$ cat src/rtl/vga_pkg.sv
// Shared constants, write_reg field layout and writer state encoding for the VGA write path.
package vga_pkg;

    localparam int unsigned H_PIXELS     = 640;
    localparam int unsigned V_LINES      = 480;
    localparam int unsigned FRAME_PIXELS = H_PIXELS * V_LINES;
    localparam int unsigned ADDR_W       = 20;
    localparam int unsigned PIX_W        = 4;

    // write_reg layout: [19:0] address, [23:20] data, [24] strobe, [31:25] zero
    localparam int unsigned WR_REG_W      = 32;
    localparam int unsigned WR_ADDR_LSB   = 0;
    localparam int unsigned WR_ADDR_MSB   = 19;
    localparam int unsigned WR_DATA_LSB   = 20;
    localparam int unsigned WR_DATA_MSB   = 23;
    localparam int unsigned WR_STROBE_BIT = 24;

    typedef enum logic [1:0] {
        ST_WAIT_SOF = 2'd0,
        ST_WRITE    = 2'd1,
        ST_DONE     = 2'd2
    } writer_state_t;

endpackage

$ cat src/rtl/vga_write_addr_gen.sv
// Column/row counters plus an incrementally maintained linear frame address.
module vga_write_addr_gen #(
    parameter int unsigned H_PIXELS = vga_pkg::H_PIXELS,
    parameter int unsigned V_LINES  = vga_pkg::V_LINES,
    parameter int unsigned ADDR_W   = vga_pkg::ADDR_W
) (
    input  logic              sys_clock,
    input  logic              reset,
    input  logic              clear,
    input  logic              load_zero,
    input  logic              advance,
    output logic [ADDR_W-1:0] addr,
    output logic              last_pixel
);

    localparam int unsigned COL_W = (H_PIXELS > 1) ? $clog2(H_PIXELS) : 1;
    localparam int unsigned ROW_W = (V_LINES > 1) ? $clog2(V_LINES) : 1;

    logic [COL_W-1:0]  col, col_n, base_col;
    logic [ROW_W-1:0]  row, row_n, base_row;
    logic [ADDR_W-1:0] addr_n, base_addr;

    assign last_pixel = (col == COL_W'(H_PIXELS - 1)) && (row == ROW_W'(V_LINES - 1));

    // load_zero steps from position 0, so the counters land on 1 after the SOF pixel
    always_comb begin
        base_col  = load_zero ? '0 : col;
        base_row  = load_zero ? '0 : row;
        base_addr = load_zero ? '0 : addr;
        col_n     = col;
        row_n     = row;
        addr_n    = addr;
        if (clear) begin
            col_n  = '0;
            row_n  = '0;
            addr_n = '0;
        end else if (load_zero || advance) begin
            addr_n = base_addr + ADDR_W'(1);
            if (base_col == COL_W'(H_PIXELS - 1)) begin
                col_n = '0;
                row_n = (base_row == ROW_W'(V_LINES - 1)) ? '0 : base_row + ROW_W'(1);
            end else begin
                col_n = base_col + COL_W'(1);
                row_n = base_row;
            end
        end
    end

    always_ff @(posedge sys_clock or negedge reset) begin
        if (!reset) begin
            col  <= '0;
            row  <= '0;
            addr <= '0;
        end else begin
            col  <= col_n;
            row  <= row_n;
            addr <= addr_n;
        end
    end

endmodule

$ cat src/rtl/vga_frame_writer.sv
// Pixel stream to VGA memory write port with frame tracking.
// Optional VGA_FRAME_CHECK_EN: SOF inside a frame flags frame_err and restarts at address 0.
module vga_frame_writer #(
    parameter int unsigned H_PIXELS = vga_pkg::H_PIXELS,
    parameter int unsigned V_LINES  = vga_pkg::V_LINES,
    parameter int unsigned ADDR_W   = vga_pkg::ADDR_W,
    parameter int unsigned PIX_W    = vga_pkg::PIX_W
) (
    input  logic                          sys_clock,
    input  logic                          reset,
    input  logic                          in_valid,
    output logic                          in_ready,
    input  logic [PIX_W-1:0]              in_pixel,
    input  logic                          in_sof,
    input  logic                          err_clear,
    output logic [vga_pkg::WR_REG_W-1:0]  write_reg,
    output logic                          frame_done,
    output logic                          frame_err,
    output logic                          busy
);

    localparam int unsigned A_LSB = vga_pkg::WR_ADDR_LSB;
    localparam int unsigned A_MSB = vga_pkg::WR_ADDR_MSB;
    localparam int unsigned D_LSB = vga_pkg::WR_DATA_LSB;
    localparam int unsigned D_MSB = vga_pkg::WR_DATA_MSB;
    localparam int unsigned S_BIT = vga_pkg::WR_STROBE_BIT;
    localparam int unsigned WA_W  = A_MSB - A_LSB + 1;
    localparam int unsigned WD_W  = D_MSB - D_LSB + 1;

    vga_pkg::writer_state_t state, state_next;

    logic              beat;
    logic              restart;
    logic              load_zero;
    logic              advance;
    logic              gen_clear;
    logic              do_write;
    logic              last_pixel;
    logic [ADDR_W-1:0] cur_addr;
    logic [ADDR_W-1:0] wr_addr;

    // ready depends on state only, so the beat is formed without going through in_ready
    assign beat    = in_valid && (state != vga_pkg::ST_DONE);
    assign wr_addr = load_zero ? '0 : cur_addr;

`ifdef VGA_FRAME_CHECK_EN
    assign restart = (state == vga_pkg::ST_WRITE) && beat && in_sof;
`else
    assign restart = 1'b0;
`endif

    vga_write_addr_gen #(
        .H_PIXELS (H_PIXELS),
        .V_LINES  (V_LINES),
        .ADDR_W   (ADDR_W)
    ) u_addr_gen (
        .sys_clock  (sys_clock),
        .reset      (reset),
        .clear      (gen_clear),
        .load_zero  (load_zero),
        .advance    (advance),
        .addr       (cur_addr),
        .last_pixel (last_pixel)
    );

    always_ff @(posedge sys_clock or negedge reset) begin
        if (!reset) begin
            state <= vga_pkg::ST_WAIT_SOF;
        end else begin
            state <= state_next;
        end
    end

    always_comb begin
        state_next = state;
        case (state)
            vga_pkg::ST_WAIT_SOF: if (beat && in_sof) state_next = vga_pkg::ST_WRITE;
            vga_pkg::ST_WRITE:    if (beat && !restart && last_pixel) state_next = vga_pkg::ST_DONE;
            vga_pkg::ST_DONE:     state_next = vga_pkg::ST_WAIT_SOF;
            default:              state_next = vga_pkg::ST_WAIT_SOF;
        endcase
    end

    always_comb begin
        in_ready  = 1'b1;
        busy      = 1'b0;
        load_zero = 1'b0;
        advance   = 1'b0;
        gen_clear = 1'b0;
        do_write  = 1'b0;
        case (state)
            vga_pkg::ST_WAIT_SOF: begin
                if (beat && in_sof) begin
                    load_zero = 1'b1;
                    do_write  = 1'b1;
                end
            end
            vga_pkg::ST_WRITE: begin
                busy = 1'b1;
                if (beat) begin
                    do_write  = 1'b1;
                    load_zero = restart;
                    advance   = !restart;
                end
            end
            vga_pkg::ST_DONE: begin
                in_ready  = 1'b0;
                gen_clear = 1'b1;
            end
            default: ;
        endcase
    end

    // Address/data fields hold between writes; only the strobe drops
    always_ff @(posedge sys_clock or negedge reset) begin
        if (!reset) begin
            write_reg  <= '0;
            frame_done <= 1'b0;
        end else begin
            write_reg[S_BIT] <= do_write;
            if (do_write) begin
                write_reg[A_MSB:A_LSB] <= WA_W'(wr_addr);
                write_reg[D_MSB:D_LSB] <= WD_W'(in_pixel);
            end
            frame_done <= (state == vga_pkg::ST_WRITE) && beat && !restart && last_pixel;
        end
    end

`ifdef VGA_FRAME_CHECK_EN
    // Set wins over a same-cycle clear
    always_ff @(posedge sys_clock or negedge reset) begin
        if (!reset) begin
            frame_err <= 1'b0;
        end else if (restart) begin
            frame_err <= 1'b1;
        end else if (err_clear) begin
            frame_err <= 1'b0;
        end
    end
`else
    logic unused_err_clear;
    assign unused_err_clear = err_clear;
    assign frame_err        = 1'b0;
`endif

endmodule

$ cat config.mk
export PLATFORM = sky130hd
export DESIGN_NAME = vga_frame_writer
export DESIGN_NICKNAME = d
export VERILOG_FILES = /design/src/rtl/vga_pkg.sv /design/src/rtl/vga_write_addr_gen.sv /design/src/rtl/vga_frame_writer.sv
export SDC_FILE = /design/constraint.sdc
export NUM_CORES = 1
export LEC_CHECK = 0
export ABC_AREA = 1
export BUFFER_PORTS_ARGS = -buffer_cell sky130_fd_sc_hd__buf_2
export CAP_MARGIN = 15
export CORE_AREA = 2 2 91 93
export DETAILED_ROUTE_END_ITERATION = 8
export DIE_AREA = 0 0 93 95
export GPL_TIMING_DRIVEN = 0
export MAX_ROUTING_LAYER = met4
export PLACE_DENSITY_LB_ADDON = 0.12
export SYNTH_ARGS = -nofsm -noshare
export SYNTH_HDL_FRONTEND = slang
export SYNTH_HIERARCHICAL = 1
export SYNTH_SLANG_ARGS = --single-unit
$ cat constraint.sdc
create_clock -name sys_clock -period 4.6 [get_ports sys_clock]
set_input_delay 0 -clock sys_clock [delete_from_list [all_inputs] [get_ports sys_clock]]
set_output_delay 0 -clock sys_clock [all_outputs]
set_load 0.1 [all_outputs]
==> out/qor.yml, run 1 <==
outcome:
  status: "finished clean"
clock_tree:
  htreeDepth: 3
  clk_path_buf_depth: 2
  clock_latency_ns: 0.35
  clkTransAtPathRegs_ns: 0.07
  cts_tree: "done"
  clockRootBuffer: "clkbuf_8"
  numClockSinks: 67
  numCtsBuffers: 9
layout:
  largest_register_ffs: 25
  syn2layout_area_growth_pct: 15.0
  final_nets: 581
  fin_util_pct: 55.5
  antenna_cells: 0
  filler_cell_count: 808
  design_area_sq_um: 4400
  layout-drive-gt1-share_pct: 18.3
die:
  initial_utilization_pct: 48.3
  die_y_um: 95
  chipWidth_um: 93
  fp-row-count: 33
  core_area_sq_um: 7930
  boundaryPins: 45
  die-area_sq_um: 8840
synth:
  synth_edf_count: 0
  syn_avg_cell_area_sq_um: 7.51
  synth-compound-area-share_pct: 6.41
  synth_fa_ha_area_share_pct: 0.980
  synth_warnings: 20
  synth-simple-area-share_pct: 36.6
  synth.area.top_cells: "dfrtp_1, nand2_1, nand3_1"
  synth_mux_area_share_pct: 0
  synth_most_common_cell: "nand2_1"
  synth_top_area_share_pct: 43.8
  syn_area_sq_um: 3830
  synth_top_family_by_area: "simple AND/OR/NAND/NOR gates"
  synthArstFlopShare_pct: 100
  ys_ff_latch: 67
  synth-xor-area-share_pct: 1.83
  netlist_instances: 510
  synth-seq-area-share_pct: 43.8
  ys_types: 35
  synth-main-ff-cell: "dfrtp_1"
  ys_top_cells_by_count: "nand2_1, nand3_1, dfrtp_1, inv_1, nor2_1"
  synth_area_leader_cell: "dfrtp_1"
pwr:
  power.density_nw_per_um2: 424
  p_int_mw: 1.04
  combPwrFrac_pct: 35.6
  p_clk_share_pct: 23.9
  p_sw_share_pct: 44.4
  power.switching_mw: 0.829
  p_leak_nw: 2.31
  ir_drop_mv: 0.186
  seqPwrFrac_pct: 40.5
global_routing:
  grt-ovfl-total: 0
  grt_max_degree: 68
  antenna_found_initial: 0
  grt_pass1_wl_mm: 15.4
  grt_pass1_vias: 3251
  track_usage_pct: 23.0
sta:
  worst_slew_pin_slew_ns: 0.851
  hold_viol: 0
  hold_ws_ns: 0.110
  slew_violations: 0
  setup_slack_ns: 1.57
  final.period_utilization_pct: 65.9
  setup_viol: 0
  slew_headroom_pct: 43.3
  fin_crit_ns: 3.03
  tns_ns: 0
  finClkSkew_ns: 0.00616
  max_freq_mhz: 330
  rsz0062_at_grt: "false"
setup_path:
  arrival_ns: 3.31
  cp.required_ns: 4.88
  critPathKind: "flip-flop to flip-flop"
  start_kind: "flip-flop"
  cp_max_fo: 10
  r2r_slack_ns: 1.57
  end_kind: "flip-flop"
placement:
  place_area_sq_um: 4160
  place_ws_ns: 1.64
  gp_congestion: 0.917
  io_buffer_count: 35
  dpl.hpwl_mm: 6.38
drt:
  wl_met3_um: 374
  finalWirelength_mm: 9.06
  routedLengthMet1_mm: 4.09
  remaining_drc_errors: 0
  route.met2.wl_mm: 4.43
  vias_per_cell: 5.10
  drtIter0Drc: 164
  via_count: 3465
  top_layer_used: "met4"
  ant_nets: 0
  drtPass1Iterations: 4
  routedWlPerCell_um: 13.3
flow_run:
  drv_cap: 0
worst_hold_path:
  holdCritPathClass: "input pin to flip-flop"
-- critical path, stage by stage, from the launching register on --
cell	delay [ns]
dfrtp_1	0.44
nor2_1	0.20
nand2_4	0.12
buf_6	0.17
inv_1	0.13
buf_2	0.28
clkbuf_1	0.52
nor2_1	0.16
ha_1	0.27
nand3_2	0.13
inv_2	0.04
nand2_1	0.08
nand2_1	0.09
nor2_4	0.17
nand3_1	0.10
nand2_1	0.07
-- final timing paths --
kind,startpoint,endpoint,depth (start not counted)
max,state[0],u_addr_gen/row[7],15
max in group asynchronous,reset,u_addr_gen/col[1],2
min in group asynchronous,reset,write_reg[23],2
min,in_sof,write_reg[24],5
min reg2reg,write_reg[8],write_reg[8],2
max reg2reg,state[0],u_addr_gen/row[7],15
-- cell usage in the layout, fill, tap and decap left out, types with 3 or more instances in the layout --
master,count
buf_4,11
xor2_1,6
dfrtp_1,67
nor2_1,43
conb_1,8
nor2_2,7
buf_6,7
nor2_4,3
o21ai_0,26
nand4_1,6
o22ai_1,7
nand2_2,4
clkbuf_8,10
buf_2,41
clkinvlp_4,3
inv_1,48
nand2_1,160
nand3_2,6
ha_1,3
o21ai_1,3
inv_2,4
a21oi_1,5
dlygate4sd3_1,6
nand3_1,69
-- area by class of cell --
cell class | instances | area, sq um | area share (%)
Inverter | 53 | 201 | 4.58
Tap cell | 105 | 131 | 2.98
Clock buffer | 10 | 138 | 3.13
Timing Repair Buffer | 41 | 238 | 5.40
Multi-Input combinational cell | 372 | 1780 | 40.5
Sequential cell | 67 | 1680 | 38.1
Buffer | 25 | 193 | 4.38
Clock inverter | 6 | 41.3 | 0.938
-- routing by layer --
metal  vias to the layer above  global-route usage, %
li1                       1739                      -
met1                      1625                   27.3
met2                        84                   39.1
met3                        17                   4.31
met4                         0                   8.46
met5                         -                      -
-- what timing repair did --
| action | 4_1_cts | 5_1_grt |
|---|---|---|
| resized for setup | 0 | 0 |
| setup buffers | 0 | 0 |
| hold endpoints to repair | 72 | 0 |
| hold buffers | 6 | 0 |
-- power by group through the flow --
stage          clock network, mW  registers, mW  logic (mW)
3_3_place_gp                   0          0.764       0.652
5_1_grt                    0.486          0.772       0.716
6_report                   0.446          0.756       0.664
3_5_place_dp                   0          0.767       0.662
2_1_floorplan                  0           1.00       0.295
4_1_cts                    0.456          0.756       0.667
-- kinds of logic after synthesis --
| kind of cell | count (synthesis) |
|---|---|
| adders and majority gates | 3 |
| other | 1 |
| xor gates and xnor gates | 8 |
| DFF | 67 |
| AOI/OAI and AO/OA | 45 |
| and+or+nand+nor | 308 |
| buffers and inverters | 78 |
-- stage by stage --
| step | total power, mW | cells |
|---|---|---|
| 2_1_floorplan | 1.30 | 517 |
| 3_3_place_gp | 1.42 | 657 |
| 3_5_place_dp | 1.43 | 657 |
| 4_1_cts | 1.88 | 679 |
| 5_1_grt | 1.97 | 679 |
| 6_report | 1.87 | 679 |
(Power assumes the default switching activity.)
==> run 2: changes to the inputs <==
--- a/config.mk
+++ b/config.mk
@@ -5,12 +5,12 @@
 export SDC_FILE = /design/constraint.sdc
 export NUM_CORES = 1
 export LEC_CHECK = 0
-export ABC_AREA = 1
+export ABC_AREA = 0
 export BUFFER_PORTS_ARGS = -buffer_cell sky130_fd_sc_hd__buf_2
 export CAP_MARGIN = 15
-export CORE_AREA = 2 2 91 93
+export CORE_AREA = 2 2 86 88
 export DETAILED_ROUTE_END_ITERATION = 8
-export DIE_AREA = 0 0 93 95
+export DIE_AREA = 0 0 88 90
 export GPL_TIMING_DRIVEN = 0
 export MAX_ROUTING_LAYER = met4
 export PLACE_DENSITY_LB_ADDON = 0.12
==> constraint.sdc (replaced) <==
create_clock -name sys_clock -period 2.6 [get_ports sys_clock]
set_input_delay 0 -clock sys_clock [delete_from_list [all_inputs] [get_ports sys_clock]]
set_output_delay 0 -clock sys_clock [all_outputs]
set_load 0.1 [all_outputs]
==> run 2 against run 1 <==
Core utilization increased by 3.4 points; final cell count decreased by 27%; highest routed layer unchanged; largest cell class is now sequential cells; largest power group unchanged; combinational power rose by 28%; sequential power is 71% higher.
==> out/qor.yml, run 2 <==
drt:
  drtIter0Drc: 141  # was 164
  finalWirelength_mm: 7.52  # was 9.06 mm
  routedWlPerCell_um: 15.2  # was 13.3 um
  drtPass1Iterations: 5  # was 4
  vias_per_cell: 5.57  # was 5.10
  remaining_drc_errors: 0  # unchanged
  via_count: 2758  # was 3465
  ant_nets: 0  # unchanged
sta:
  hold_ws_ns: 0.00656  # was 0.110 ns
  hold_viol: 0  # unchanged
  fin_crit_ns: 2.48  # was 3.03 ns
  setup_viol: 0  # unchanged
  worst_slew_pin_slew_ns: 0.842  # was 0.851 ns
  setup_slack_ns: 0.117  # was 1.57 ns
  slew_headroom_pct: 43.8  # was 43.3%
  finClkSkew_ns: 0.00474  # was 0.00616 ns
  max_freq_mhz: 403  # was 330 MHz
  slew_violations: 0  # unchanged
  tns_ns: 0  # unchanged
  final.period_utilization_pct: 95.5  # was 65.9%
layout:
  final_common_cell: "dfrtp_1"  # was nand2_1
  final_cell_mix: "dfrtp_1, buf_2, a22o_1, nor2_1, buf_4"  # was nand2_1, nand3_1, dfrtp_1, inv_1, nor2_1
  antenna_cells: 0  # unchanged
  design_area_sq_um: 4140  # was 4400 sq um
  final_nets: 405  # was 581
  layout-drive-gt1-share_pct: 28.5  # was 18.3%
  syn2layout_area_growth_pct: 22.0  # was 15.0%
  largest_register_ffs: 25  # unchanged
global_routing:
  grt-ovfl-total: 0  # unchanged
  grt_pass1_wl_mm: 12.6  # was 15.4 mm
  grt_max_degree: 68  # unchanged
  track_usage_pct: 20.7  # was 23.0%
  antenna_found_initial: 0  # unchanged
  grt_pass1_vias: 2657  # was 3251
clock_tree:
  cts_tree: "done"  # unchanged
  numCtsBuffers: 9  # unchanged
  clock_latency_ns: 0.34  # was 0.35 ns
  htreeDepth: 3  # unchanged
  clkTransAtPathRegs_ns: 0.07  # about the same
  clk_path_buf_depth: 2  # unchanged
  numClockSinks: 67  # unchanged
  clockRootBuffer: "clkbuf_8"  # unchanged
setup_path:
  end_kind: "flip-flop"  # unchanged
  start_kind: "flip-flop"  # unchanged
  reg2reg_depth: 10  # was 15
  arrival_ns: 2.75  # was 3.31 ns
  critPathKind: "flip-flop to flip-flop"  # unchanged
  r2r_slack_ns: 0.12  # was 1.57 ns
  cp.required_ns: 2.87  # was 4.88 ns
  r2r-end: "u_addr_gen/addr[18]"  # was u_addr_gen/row[7]
  cp_max_fo: 10  # unchanged
  r2r-start: "state[1]"  # was state[0]
synth:
  syn_area_sq_um: 3390  # was 3830 sq um
  synth-seq-area-share_pct: 49.4  # was 43.8%
  synth-simple-area-share_pct: 24.3  # was 36.6%
  synth-xor-area-share_pct: 2.58  # was 1.83%
  ys_top_cells_by_count: "dfrtp_1, a22o_1, nor2_1, nand2_1, nand4_1"  # was nand2_1, nand3_1, dfrtp_1, inv_1, nor2_1
  synth_warnings: 20  # unchanged
  synth_edf_count: 0  # unchanged
  synth_most_common_cell: "dfrtp_1"  # was nand2_1
  synthArstFlopShare_pct: 100  # unchanged
  ys_types: 58  # was 35
  synth_top_family_by_area: "simple AND/OR/NAND/NOR gates"  # unchanged
  synth_area_leader_cell: "dfrtp_1"  # unchanged
  syn_avg_cell_area_sq_um: 10.4  # was 7.51 sq um
  synth_top_area_share_pct: 49.4  # was 43.8%
  synth_mux_area_share_pct: 1.95  # was 0%
  synth.area.top_cells: "dfrtp_1, a22o_1, nand4_1"  # was dfrtp_1, nand2_1, nand3_1
  synth_fa_ha_area_share_pct: 1.11  # was 0.980%
  netlist_instances: 326  # was 510
  synth-compound-area-share_pct: 14.9  # was 6.41%
  synth-main-ff-cell: "dfrtp_1"  # unchanged
  ys_ff_latch: 67  # unchanged
placement:
  io_buffer_count: 35  # unchanged
  dpl.hpwl_mm: 4.99  # was 6.38 mm
  gp_congestion: 0.837  # was 0.917
  place_ws_ns: -0.627  # was 1.64 ns
  place_area_sq_um: 3720  # was 4160 sq um
die:
  die_y_um: 90  # was 95 um
  boundaryPins: 45  # unchanged
  die-area_sq_um: 7920  # was 8840 sq um
  core_area_sq_um: 7020  # was 7930 sq um
  fp-row-count: 31  # was 33
  initial_utilization_pct: 48.3  # about the same
  chipWidth_um: 88  # was 93 um
pwr:
  total_power_mw: 2.96  # was 1.87 mW
  ir_drop_mv: 0.432  # was 0.186 mV
  p_leak_nw: 1.89  # was 2.31 nW
  power.density_nw_per_um2: 716  # was 424 nW/um^2
outcome:
  status: "finished clean"  # unchanged
worst_hold_path:
  holdPathEnd: "state[0]"  # was write_reg[24]
  holdPathStages: 4  # was 5
  hold_start: "in_valid"  # was in_sof
  holdCritPathClass: "input pin to flip-flop"  # unchanged
flow_run:
  drv_cap: 0  # unchanged
-- run 2: changes by cell type in the layout (fill, tap and decap cells not counted), sizes merged, moves of 6 or more --
cell | before | now
a31oi | 0 | 6
nor2b | 0 | 13
o22ai | 7 | 0
inv | 53 | 8
or3 | 0 | 11
o31ai | 0 | 6
nand3 | 76 | 12
nand4 | 8 | 19
a21oi | 5 | 16
o21ai | 29 | 15
nor2 | 53 | 20
a22o | 1 | 21
clkbuf | 11 | 20
nand2 | 165 | 18
-- run 2: worst max-delay path by stage --
stage               startpoint             endpoint  slack [ns]  depth (start not counted)
detailed placement    state[1]    u_addr_gen/row[3]       -0.63                         11
global route          state[1]    u_addr_gen/row[3]      -0.006                         10
global placement      state[1]    u_addr_gen/row[7]       -0.53                         11
CTS                   state[0]  u_addr_gen/addr[18]       0.007                         10
finish                state[1]  u_addr_gen/addr[18]        0.12                         10
floorplan             state[0]    u_addr_gen/row[5]        0.04                          8
-- run 2: area by class of cell --
type / instances / area (sq um)
Sequential cell: 67 / 1680
Buffer: 23 / 188
Tap cell: 99 / 124
Clock inverter: 1 / 7.51
Inverter: 8 / 30.0
Multi-Input combinational cell: 234 / 1620
Fill cell: 605 / 2880
Timing Repair Buffer: 50 / 315
Clock buffer: 13 / 179
-- run 2: per-layer routing --
| layer | track usage (%) | part of all wire [%] |
|---|---|---|
| met2 | 31.9 | 48 |
| met1 | 27.3 | 47 |
| met3 | 3.12 | 2.8 |
| met4 | 7.82 | 1.6 |
| met5 | - | 0 |
-- run 2: through the flow --
step	utilization (%)	std cells
after floorplan	-	333
after global placement	52.9	467
after detailed placement	53.0	467
after CTS	57.4	488
after global routing	59.0	495
final	59.0	495
-- run 2: cells by family (layout without fill, tap and decap cells) --
logic type	after synthesis	in the layout
mux	6	6
buf+inv	32	95
flops	67	67
simple gates	135	135
other cells	1	8
fa+ha+maj	3	3
compound gates	72	72
xor+xnor	10	10
-- run 2: where the power goes --
| group | internal [mW] | switching (mW) | total [mW] |
|---|---|---|---|
| Combinational | 0.235 | 0.614 | 0.849 |
| Sequential | 1.16 | 0.129 | 1.29 |
| Clock | 0.440 | 0.381 | 0.822 |
-- run 2: worst max-delay path, stage by stage (launching register included) --
cell      delay (ns)
dfrtp_1         0.41
nor2b_4         0.08
and3b_2         0.23
clkbuf_8        0.18
buf_6           0.15
nor2b_2         0.11
ha_2            0.18
and4b_2         0.28
nand3_4         0.12
or4_1           0.51
a21oi_1         0.16
-- run 2: what timing repair did --
item | CTS | global route
hold buffers | 5 | 0
pin swaps | 0 | 3
resized for setup | 17 | 16
endpoints found under the hold margin | 71 | 0
endpoints found under the setup margin | 21 | 19
setup buffers | 3 | 7
==> run 3: changes to the inputs <==
--- a/config.mk
+++ b/config.mk
@@ -8,12 +8,13 @@
 export ABC_AREA = 0
 export BUFFER_PORTS_ARGS = -buffer_cell sky130_fd_sc_hd__buf_2
 export CAP_MARGIN = 15
-export CORE_AREA = 2 2 86 88
+export CORE_AREA = 2 2 102 104
 export DETAILED_ROUTE_END_ITERATION = 8
-export DIE_AREA = 0 0 88 90
+export DIE_AREA = 0 0 104 106
 export GPL_TIMING_DRIVEN = 0
 export MAX_ROUTING_LAYER = met4
 export PLACE_DENSITY_LB_ADDON = 0.12
+export REMOVE_ABC_BUFFERS = 1
 export SYNTH_ARGS = -nofsm -noshare
 export SYNTH_HDL_FRONTEND = slang
 export SYNTH_HIERARCHICAL = 1
==> run 3 against run 2 <==
Worst hold slack improved by 0.12 ns; die area increased by 39%; count of clock-buffer cells in the layout shrank 3; routed wire length is 6.8% higher; total power down 0.92%; critical endpoint unchanged.
==> out/qor.yml, run 3 (synthesis results as in run 2) <==
outcome:
  status: "finished clean"  # unchanged
pwr:
  p_sw_share_pct: 40.7  # was 38.0%
  combPwrFrac_pct: 27.1  # was 28.7%
  ir_drop_mv: 0.299  # was 0.432 mV
  p_int_mw: 1.74  # was 1.84 mW
  seqPwrFrac_pct: 44.5  # was 43.6%
  p_clk_share_pct: 28.4  # was 27.7%
  power.switching_mw: 1.19  # was 1.12 mW
  total_power_mw: 2.93  # was 2.96 mW
  p_leak_nw: 1.77  # was 1.89 nW
  power.density_nw_per_um2: 737  # was 716 nW/um^2
global_routing:
  track_usage_pct: 14.7  # was 20.7%
  grt_pass1_vias: 2489  # was 2657
  grt-ovfl-total: 0  # unchanged
  grt_pass1_wl_mm: 12.6  # about the same
  antenna_found_initial: 0  # unchanged
  grt_max_degree: 68  # unchanged
placement:
  io_buffer_count: 35  # unchanged
  gp_congestion: 0.812  # was 0.837
  dpl.hpwl_mm: 4.62  # was 4.99 mm
  place_ws_ns: -0.844  # was -0.627 ns
drt:
  vias_per_cell: 5.21  # was 5.57
  routedWlPerCell_um: 15.7  # was 15.2 um
  ant_nets: 0  # unchanged
  drtPass1Iterations: 6  # was 5
  finalWirelength_mm: 8.03  # was 7.52 mm
  via_count: 2660  # was 2758
  drtIter0Drc: 102  # was 141
  remaining_drc_errors: 0  # unchanged
worst_hold_path:
  holdCritPathClass: "input pin to flip-flop"  # unchanged
die:
  boundaryPins: 45  # unchanged
  initial_utilization_pct: 33.9  # was 48.3%
  core_area_sq_um: 10000  # was 7020 sq um
  fp-row-count: 37  # was 31
  die_y_um: 106  # was 90 um
  die-area_sq_um: 11000  # was 7920 sq um
  chipWidth_um: 104  # was 88 um
setup_path:
  max_stage_delay_ns: 0.52  # was 0.51 ns
  worst-path-stages: 7  # was 10
  end_kind: "flip-flop"  # unchanged
  critPathBufInv: 0  # was 2
  cp_top_family: "simple AND/OR/NAND/NOR gates"  # unchanged
  r2r_slack_ns: 0.16  # was 0.12 ns
  cp_slowest_cell: "or4_1"  # unchanged
  start_kind: "flip-flop"  # unchanged
  cp_max_fo: 12  # was 10
  path_cells: "and3b_4 -> nor2b_2 -> ha_1 -> and4b_2 -> nand3_2 -> or4_1 -> a21oi_1"  # was nor2b_4 -> and3b_2 -> clkbuf_8 -> buf_6 -> nor2b_2 -> ha_2 -> and4b_2 -> nand3_4 -> or4_1 -> a21oi_1
  critPathLaunch: "state[0]"  # was state[1]
  reg2reg_depth: 7  # was 10
  r2r-end: "u_addr_gen/addr[18]"  # unchanged
  critPathKind: "flip-flop to flip-flop"  # unchanged
  crit_end: "u_addr_gen/addr[18]"  # unchanged
  r2r-start: "state[0]"  # was state[1]
  cp.required_ns: 2.88  # was 2.87 ns
  arrival_ns: 2.71  # was 2.75 ns
clock_tree:
  cts_tree: "done"  # unchanged
  clk_path_buf_depth: 2  # unchanged
  numClockSinks: 67  # unchanged
  htreeDepth: 3  # unchanged
  clockRootBuffer: "clkbuf_8"  # unchanged
  clkTransAtPathRegs_ns: 0.09  # was 0.07 ns
  numCtsBuffers: 9  # unchanged
  clock_latency_ns: 0.36  # was 0.34 ns
layout:
  syn2layout_area_growth_pct: 17.4  # was 22.0%
  layout-drive-gt1-share_pct: 23.7  # was 28.5%
  fin_util_pct: 39.8  # was 59.0%
  filler_cell_count: 1007  # was 605
  final_nets: 382  # was 405
  antenna_cells: 0  # unchanged
  final_common_cell: "dfrtp_1"  # unchanged
  final_cell_mix: "dfrtp_1, buf_2, a22o_1, nor2_1"  # was dfrtp_1, buf_2, a22o_1, nor2_1, buf_4
  largest_register_ffs: 25  # unchanged
sta:
  worst_slew_pin_slew_ns: 0.946  # was 0.842 ns
  fin_crit_ns: 2.44  # was 2.48 ns
  finClkSkew_ns: 0.0155  # was 0.00474 ns
  slew_violations: 0  # unchanged
  hold_viol: 0  # unchanged
  final.period_utilization_pct: 93.8  # was 95.5%
  hold_ws_ns: 0.124  # was 0.00656 ns
  slew_headroom_pct: 37.0  # was 43.8%
  setup_viol: 0  # unchanged
  max_freq_mhz: 410  # was 403 MHz
  setup_slack_ns: 0.162  # was 0.117 ns
flow_run:
  drv_cap: 0  # unchanged
==> run 3: cell types whose count changed in the layout (fill, tap and decap cells not counted), sizes merged <==
cell	change
clkinv	+1
inv	+2
and2	+1
clkbuf	-10
dlygate4sd3	+1
buf	-19
clkinvlp	+2
and3b	+1
==> run 3: stage by stage <==
step | cells | TNS (ns) | cell area [sq um]
global placement | 480 | -18.06 | 3600
CTS | 505 | 0 | 3910
floorplan | 309 | -0.775 | 3260
detailed placement | 480 | -13.14 | 3610
finish | 511 | 0 | 3980
global route | 511 | -0.00946 | 3980
==> run 3: worst min-delay path by stage <==
stage,from,end,cells after the start
floorplan,reset,frame_done,0
detailed placement,reset,write_reg[22],1
global placement,in_pixel[1],write_reg[21],2
global route,in_sof,state[0],4
finish,in_sof,state[0],4
CTS,in_sof,state[0],4
==> run 3: worst register-to-register path, delay by kind of cell, from the launching register on <==
kind / cells / cell delay, ns
compound gates: 1 / 0.16
fa+ha+maj: 1 / 0.23
simple gates: 5 / 1.48
flops: 1 / 0.51
==> run 3: layout make-up <==
class                   count  area (sq um)  share of cell area [%]
flip-flops and latches     67          1680                    42.1
multi-input cells         236          1620                    40.6
repair buffers             48           303                    7.60
well taps                 136           170                    4.27
clock buffers              10           138                    3.46
clock inverters             6          48.8                    1.23
inverters                   8          30.0                   0.754
==> run 3: power groups by stage <==
stage,logic [mW],clock network [mW],registers [mW]
floorplan,0.323,0,1.59
global placement,0.760,0,1.32
detailed placement,0.766,0,1.32
CTS,0.780,0.859,1.30
global route,0.854,0.913,1.33
finish,0.795,0.833,1.31
==> run 3: layer usage <==
metal / track usage (%) / vias to the layer above / part of all wire (%)
met5: - / - / 0
met2: 23.7 / 46 / 46
met1: 18.3 / 1319 / 49
li1: - / 1281 / -
met3: 3.49 / 14 / 2.8
met4: 4.92 / 0 / 1.9
==> run 3: timing repair <==
action                                 4_1_cts  5_1_grt
setup endpoints to repair                   36       16
gates cloned                                 0        2
endpoints found under the hold margin       72        0
hold buffers                                 6        0
buffers inserted                             3        4
pin swaps                                    1        1
gates resized for setup                      5        7
